`src/rtl/proc8085_pkg.sv`:
```
// Shared encodings for the multi-cycle 8085-style core: opcodes, ALU functions, FSM states.
package proc8085_pkg;

  localparam logic [4:0] OP_NOP    = 5'b00000;
  localparam logic [4:0] OP_MVI    = 5'b00001;
  localparam logic [4:0] OP_MOV_AR = 5'b00010;
  localparam logic [4:0] OP_MOV_RA = 5'b00011;
  localparam logic [4:0] OP_ALU    = 5'b00100;
  localparam logic [4:0] OP_ADI    = 5'b00101;
  localparam logic [4:0] OP_LDA    = 5'b00110;
  localparam logic [4:0] OP_STA    = 5'b00111;
  localparam logic [4:0] OP_JMP    = 5'b01000;
  localparam logic [4:0] OP_JZ     = 5'b01001;
  localparam logic [4:0] OP_JNZ    = 5'b01010;
  localparam logic [4:0] OP_JC     = 5'b01011;
  localparam logic [4:0] OP_JNC    = 5'b01100;
  localparam logic [4:0] OP_HLT    = 5'b11111;

  localparam logic [2:0] FN_ADD = 3'b000;
  localparam logic [2:0] FN_ADC = 3'b001;
  localparam logic [2:0] FN_SUB = 3'b010;
  localparam logic [2:0] FN_AND = 3'b011;
  localparam logic [2:0] FN_OR  = 3'b100;
  localparam logic [2:0] FN_XOR = 3'b101;
  localparam logic [2:0] FN_CMP = 3'b110;
  localparam logic [2:0] FN_INR = 3'b111;

  typedef enum logic [1:0] {
    FETCH = 2'd0,
    EXEC  = 2'd1,
    MEM   = 2'd2,
    HALT  = 2'd3
  } state_t;

endpackage

```
`src/rtl/alu_8085_param.sv`:
```
// Combinational ALU for the multi-cycle core; cin doubles as the carry-in for ADC
// and as the pass-through carry for INR, which leaves cy alone.
module alu_8085_param
  import proc8085_pkg::*;
#(
  parameter int DATA_W = 8
) (
  input  logic [DATA_W-1:0] a,
  input  logic [DATA_W-1:0] b,
  input  logic              cin,
  input  logic [2:0]        fn,
  output logic [DATA_W-1:0] res,
  output logic              cy_o,
  output logic              z_o
);

  logic [DATA_W:0] sum;
  logic [DATA_W:0] diff;

  always_comb begin
    sum  = {1'b0, a} + {1'b0, b} + {{DATA_W{1'b0}}, (fn == FN_ADC) & cin};
    // Top bit of the widened difference is the unsigned borrow (a < b).
    diff = {1'b0, a} - {1'b0, b};
    res  = '0;
    cy_o = 1'b0;
    case (fn)
      FN_ADD, FN_ADC: {cy_o, res} = sum;
      FN_SUB, FN_CMP: begin
        res  = diff[DATA_W-1:0];
        cy_o = diff[DATA_W];
      end
      FN_AND: res = a & b;
      FN_OR:  res = a | b;
      FN_XOR: res = a ^ b;
      FN_INR: begin
        res  = a + DATA_W'(1);
        cy_o = cin;
      end
      default: res = '0;
    endcase
    z_o = (res == '0);
  end

endmodule

```
`src/rtl/processor_8085_multi.sv`:
```
// Multi-cycle 8085-style core: FETCH/EXEC/MEM/HALT sequencer with req/ready memory
// handshakes, parametrised data width, PC width and register count.
module processor_8085_multi
  import proc8085_pkg::*;
#(
  parameter int DATA_W = 8,
  parameter int PC_W   = 8,
  parameter int NREG   = 8
) (
  input  logic              clk,
  input  logic              rst_n,
  output logic              imem_req,
  output logic [PC_W-1:0]   imem_addr,
  input  logic              imem_ready,
  input  logic [15:0]       imem_data,
  output logic              dmem_req,
  output logic              dmem_we,
  output logic [7:0]        dmem_addr,
  output logic [DATA_W-1:0] dmem_wdata,
  input  logic              dmem_ready,
  input  logic [DATA_W-1:0] dmem_rdata,
  output logic [DATA_W-1:0] acc,
  output logic              cy,
  output logic              z,
  output logic              halted,
  output logic              illegal
);

  state_t              state_reg;
  logic [PC_W-1:0]     pc_reg;
  logic [15:0]         ir_reg;
  logic [DATA_W-1:0]   acc_reg;
  logic                cy_reg;
  logic                z_reg;
  logic                illegal_reg;
  logic [DATA_W-1:0]   rf_reg [NREG];

  logic [4:0]          opcode;
  logic [2:0]          rsel;
  logic [7:0]          imm;
  logic [DATA_W-1:0]   rsel_val;
  logic                reg_ok;
  logic                uses_reg;
  logic                known_op;
  logic                illegal_now;
  logic                jump_taken;
  logic                rf_we;
  logic [DATA_W-1:0]   rf_wdata;
  logic [DATA_W-1:0]   alu_b;
  logic [2:0]          alu_fn;
  logic [DATA_W-1:0]   alu_res;
  logic                alu_cy;
  logic                alu_z;

  assign opcode = ir_reg[15:11];
  assign rsel   = ir_reg[10:8];
  assign imm    = ir_reg[7:0];
  assign reg_ok = ({29'd0, rsel} < NREG);

  always_comb begin
    rsel_val = '0;
    for (int i = 0; i < NREG; i++) begin
      if (rsel == 3'(i)) rsel_val = rf_reg[i];
    end
  end

  always_comb begin
    uses_reg = (opcode == OP_MVI) || (opcode == OP_MOV_AR) ||
               (opcode == OP_MOV_RA) || (opcode == OP_ALU);
    case (opcode)
      OP_NOP, OP_MVI, OP_MOV_AR, OP_MOV_RA, OP_ALU, OP_ADI, OP_LDA, OP_STA,
      OP_JMP, OP_JZ, OP_JNZ, OP_JC, OP_JNC, OP_HLT: known_op = 1'b1;
      default:                                      known_op = 1'b0;
    endcase
    illegal_now = !known_op || (uses_reg && !reg_ok);

    case (opcode)
      OP_JMP:  jump_taken = 1'b1;
      OP_JZ:   jump_taken = z_reg;
      OP_JNZ:  jump_taken = !z_reg;
      OP_JC:   jump_taken = cy_reg;
      OP_JNC:  jump_taken = !cy_reg;
      default: jump_taken = 1'b0;
    endcase

    alu_b    = (opcode == OP_ADI) ? DATA_W'(imm) : rsel_val;
    alu_fn   = (opcode == OP_ADI) ? FN_ADD : imm[2:0];
    rf_we    = (state_reg == EXEC) && !illegal_now &&
               ((opcode == OP_MVI) || (opcode == OP_MOV_RA));
    rf_wdata = (opcode == OP_MVI) ? DATA_W'(imm) : acc_reg;
  end

  alu_8085_param #(.DATA_W(DATA_W)) u_alu (
    .a    (acc_reg),
    .b    (alu_b),
    .cin  (cy_reg),
    .fn   (alu_fn),
    .res  (alu_res),
    .cy_o (alu_cy),
    .z_o  (alu_z)
  );

  for (genvar gi = 0; gi < NREG; gi++) begin : g_rf
    always_ff @(posedge clk or negedge rst_n) begin
      if (!rst_n)                           rf_reg[gi] <= '0;
      else if (rf_we && (rsel == 3'(gi)))   rf_reg[gi] <= rf_wdata;
    end
  end

  always_ff @(posedge clk or negedge rst_n) begin
    if (!rst_n) begin
      state_reg   <= FETCH;
      pc_reg      <= '0;
      ir_reg      <= '0;
      acc_reg     <= '0;
      cy_reg      <= 1'b0;
      z_reg       <= 1'b0;
      illegal_reg <= 1'b0;
    end else begin
      case (state_reg)
        FETCH: begin
          if (imem_ready) begin
            ir_reg    <= imem_data;
            pc_reg    <= pc_reg + PC_W'(1);
            state_reg <= EXEC;
          end
        end
        EXEC: begin
          state_reg <= FETCH;
          if (illegal_now) begin
            illegal_reg <= 1'b1;
          end else begin
            case (opcode)
              OP_MOV_AR: acc_reg <= rsel_val;
              OP_ALU, OP_ADI: begin
                if (alu_fn != FN_CMP) acc_reg <= alu_res;
                cy_reg <= alu_cy;
                z_reg  <= alu_z;
              end
              OP_LDA, OP_STA: state_reg <= MEM;
              OP_HLT:         state_reg <= HALT;
              OP_JMP, OP_JZ, OP_JNZ, OP_JC, OP_JNC: begin
                if (jump_taken) pc_reg <= PC_W'(imm);
              end
              default: ;
            endcase
          end
        end
        MEM: begin
          if (dmem_ready) begin
            if (opcode == OP_LDA) acc_reg <= dmem_rdata;
            state_reg <= FETCH;
          end
        end
        default: state_reg <= HALT;
      endcase
    end
  end

  // Requests are gated by rst_n so they drop the instant reset asserts.
  assign imem_req   = rst_n && (state_reg == FETCH);
  assign dmem_req   = rst_n && (state_reg == MEM);
  assign imem_addr  = pc_reg;
  assign dmem_we    = (opcode == OP_STA);
  assign dmem_addr  = imm;
  assign dmem_wdata = acc_reg;
  assign acc        = acc_reg;
  assign cy         = cy_reg;
  assign z          = z_reg;
  assign halted     = (state_reg == HALT);
  assign illegal    = illegal_reg;

endmodule

```
`config.mk`:
```
export PLATFORM = sky130hd
export DESIGN_NAME = processor_8085_multi
export DESIGN_NICKNAME = d
export VERILOG_FILES = /design/src/rtl/proc8085_pkg.sv /design/src/rtl/alu_8085_param.sv /design/src/rtl/processor_8085_multi.sv
export SDC_FILE = /design/constraint.sdc
export NUM_CORES = 1
export LEC_CHECK = 0
export CAP_MARGIN = 20
export CELL_PAD_IN_SITES_DETAIL_PLACEMENT = 1
export CELL_PAD_IN_SITES_GLOBAL_PLACEMENT = 2
export CORE_MARGIN = 2
export CORE_UTILIZATION = 33
export DETAILED_ROUTE_END_ITERATION = 6
export PLACE_DENSITY_LB_ADDON = 0.1
export REMOVE_ABC_BUFFERS = 1
export SYNTH_ARGS = -nofsm -noshare
export SYNTH_HDL_FRONTEND = slang
export SYNTH_SLANG_ARGS = --single-unit
```
`constraint.sdc`:
```
create_clock -name clk -period 3.4 [get_ports clk]
set_input_delay 0.34 -clock clk [delete_from_list [all_inputs] [get_ports clk]]
set_output_delay 0.34 -clock clk [all_outputs]
set_load 0.02 [all_outputs]
```
==> flow_summary_export.csv <==
group,metric,value,unit
synth,netlist-cell-type-count,80,
clocking,htree_levels,3,
worst_setup_path,cp-end-kind,"register",
timing,rsz0062_at_grt,"true",
synth,synth.avg_cell_area,9.20,sq um
route,routed-via-count,6027,
synth,synthCells,721,
route,viasPerCell,5.32,
clocking,cts-buffers-inserted,9,
die,die_x,146,um
run_status,violations,"negative setup slack",
power_and_ir_drop,power,10.6,mW
die,die_height,146,um
synth,ys_seq_elements,101,
timing,clock_skew,0.00881,ns
global_routing,grtUsageMet2,40.1,%
clocking,cts-root-buf,"clkbuf_16",
cells_and_area,layout-drive-gt1-share,30.2,%
timing,min_period_over_period,102,%
route,drt_iter0_markers,251,
worst_setup_path,reg2reg_slack,-0.05,ns
synth,synth_edf_count,0,
cells_and_area,layout.nets,928,
synth,ys_warn_count,0,
cells_and_area,finish.instance_area,9010,sq um
hold_path,whs_path_depth,1,
die,initial_core_util,33.9,%
global_routing,grt-ovfl-total,0,
global_routing,grt_max_degree,65,
timing,fmax,0.290,GHz
timing,drv_slew,0,
placement,io_buffers,66,
power_and_ir_drop,p_leak,3.89,nW
die,die_area,21200,sq um
worst_setup_path,crit_required,3.70,ns
global_routing,antenna_found_initial,0,
run_status,status,"finished, violations left",
hold_path,min_to,"illegal$_DFFE_PN0P_",
global_routing,grt_pass1_vias,6448,
placement,gp_congestion,0.899,
route,antenna_left,0,
global_routing,grtUsageTotal,23.0,%
die,ioPinCount,67,
synth,synth_top_area_share,38.1,%
global_routing,grtUsageMet3,2.73,%
synth,yosysTopAreaCell,"dfrtp_1",
clocking,clkLatencyLatePin,0.37,ns
cells_and_area,largest_register_ff_count,64,
placement,post-dp-hpwl,17900,um
global_routing,top_usage_layer,"met2",
route,drcViolationCount,0,
timing,setup_violations,3,
worst_setup_path,r2r_start,"ir_reg[8]$_DFFE_PN0P_",
route,drt_wl_total,24200,um
timing,tightest_slew,0.850,ns
clocking,cts_num_sinks,101,
clocking,clkTransAtPathRegs,0.08,ns
synth,syn_area,6630,sq um
clocking,cts_tree,"done",
timing,maxSlewHeadroom,43.4,%
synth,seq_area_frac_synth,38.1,%
die,core_area,19600,sq um
worst_setup_path,worstPathArrival,3.76,ns
timing,period_needed,3.45,ns
synth,async_flop_share,100,%
placement,place_ws,-0.380,ns
global_routing,met1_usage,29.8,%
timing,hold-worst-slack,0.478,ns
route,wire_per_inst,21.3,um
power_and_ir_drop,peakVddDrop,315,uV
hold_path,hp-class,"register to register",
route,dr.pass1.iters,4,
worst_setup_path,r2r_end,"acc[5]$_DFFE_PN0P_",
flow_run,maxCapViolCount,0,
placement,placed_cell_area,8070,sq um
power_and_ir_drop,power_density,1180,nW/um^2
worst_setup_path,crit_path_start_kind,"register",
synth,ys.flop_type,"dfrtp_1",
clocking,cts-root-to-sink-buffers,2,
hold_path,min_from,"illegal$_DFFE_PN0P_",
synth,synth.top_cells.by_area,"dfrtp_1 (38%), ha_1 (6.6%), a21oi_1 (4.7%)",
timing,worst_slack,-0.0542,ns
global_routing,grt_pass1_wl,38100,um
cells_and_area,diodes,0,
worst_setup_path,path_class,"register to register",
timing,hold_viol,0,
worst_setup_path,r2r.worst_path.cells,15,
worst_setup_path,worstPathMaxFanout,8,
worst_setup_path,crit_start,"ir_reg[8]$_DFFE_PN0P_",
cells_and_area,syn2layout_area_growth,35.8,%
die,rows,51,
critical path, stage by stage, from the launching register on:
cell and delay (ns):
dfrtp_2 0.49, buf_6 0.16, mux4_2 0.50, mux2i_2 0.20
nand2_1 0.08, o21a_1 0.14, inv_2 0.10, ha_4 0.19
buf_4 0.15, nor2_1 0.05, a211o_1 0.31, or4_4 0.49
o2111ai_2 0.14, mux2i_1 0.12, o21ai_1 0.13, mux2_2 0.16
per-stage QoR:
| stage | std cells | TNS (ns) | utilization (%) |
|---|---|---|---|
| after global routing | 1132 | -1.02 | 46.0 |
| final | 1132 | -0.117 | 46.0 |
| after floorplan | 669 | -1.13 | - |
| after global placement | 1099 | -2.36 | 41.2 |
| after detailed placement | 1099 | -2.52 | 41.2 |
| after CTS | 1122 | -0.131 | 44.6 |
how the worst max path moves through the flow:
stage | cells after the start | slack (ns) | end
finish | 15 | -0.05 | acc[5]$_DFFE_PN0P_
floorplan | 15 | -0.41 | acc[7]$_DFFE_PN0P_
global route | 16 | -0.20 | z$_DFFE_PN0P_
detailed placement | 17 | -0.38 | acc[5]$_DFFE_PN0P_
global placement | 17 | -0.38 | acc[5]$_DFFE_PN0P_
CTS | 16 | -0.04 | acc[6]$_DFFE_PN0P_
power breakdown:
part / internal (mW) / switching (mW)
Clock: 0.532 / 0.566
Sequential: 1.65 / 0.463
Combinational: 3.56 / 3.88
timing repair:
| action | 4_1_cts | 5_1_grt |
|---|---|---|
| buffers inserted | 7 | 9 |
| setup endpoints to repair | 9 | 9 |
| pin swaps | 24 | 35 |
| endpoints found under the hold margin | 37 | 0 |
| gates resized for setup | 66 | 44 |
| hold buffers | 1 | 0 |
per-layer routing:
layer	part of all wire (%)	vias to the layer above
met4	2.3	0
met1	44	3073
met2	51	93
met3	2.8	29
li1	-	2832
met5	0	-
kinds of logic (layout without fill, tap and decap cells):
kind of cell | count (synthesis) | in the layout | synth area share [%]
AND/OR/NAND/NOR | 227 | 227 | 17.1
XOR/XNOR | 10 | 10 | 1.32
multiplexers | 49 | 49 | 9.32
flip-flops | 101 | 101 | 38.1
buffers and inverters | 86 | 232 | 6.36
adder cells (fa/ha/maj) | 38 | 38 | 7.51
AO/OA/AOI/OAI | 210 | 210 | 20.3
layout make-up:
cell class	count	area, sq um
clock buffers	9	225
clock inverters	7	81.3
fillers	2243	10600
inverters	34	128
multi-input cells	534	4140
flip-flops and latches	101	2530
well taps	265	332
repair buffers	182	1570
layout by cell type, fill, tap and decap left out, types with 4 or more instances in the layout:
cell type / n
o21ai_1: 12
clkbuf_16: 9
buf_4: 105
a211oi_2: 5
ha_2: 4
inv_2: 5
o21ai_2: 4
nor2b_1: 9
and2_1: 5
nand3_1: 12
or3_1: 4
mux4_2: 8
ha_1: 21
nor3_2: 5
or2_2: 5
ha_4: 10
xnor2_1: 7
a21oi_2: 8
buf_6: 11
o21ai_0: 47
a21o_1: 6
nand2_1: 77
mux2i_1: 17
nand2b_1: 10
o211ai_1: 10
clkdlybuf4s50_1: 65
mux2_2: 20
nor2_1: 60
a22oi_1: 8
nor3_1: 8
inv_1: 29
dfrtp_1: 99
a21oi_1: 53
synth_stat cells, drive strengths merged, types with 8 or more instances:
master	number
dfrtp	101
nand2	79
o21ai	64
a21oi	63
nor2	63
buf	36
ha	35
inv	34
mux2	22
mux2i	19
clkbuf	16
nand3	14
nor3	13
nand2b	11
nor2b	11
a22oi	10
o211ai	10
xnor2	10
mux4	8
(Power assumes the default switching activity.)
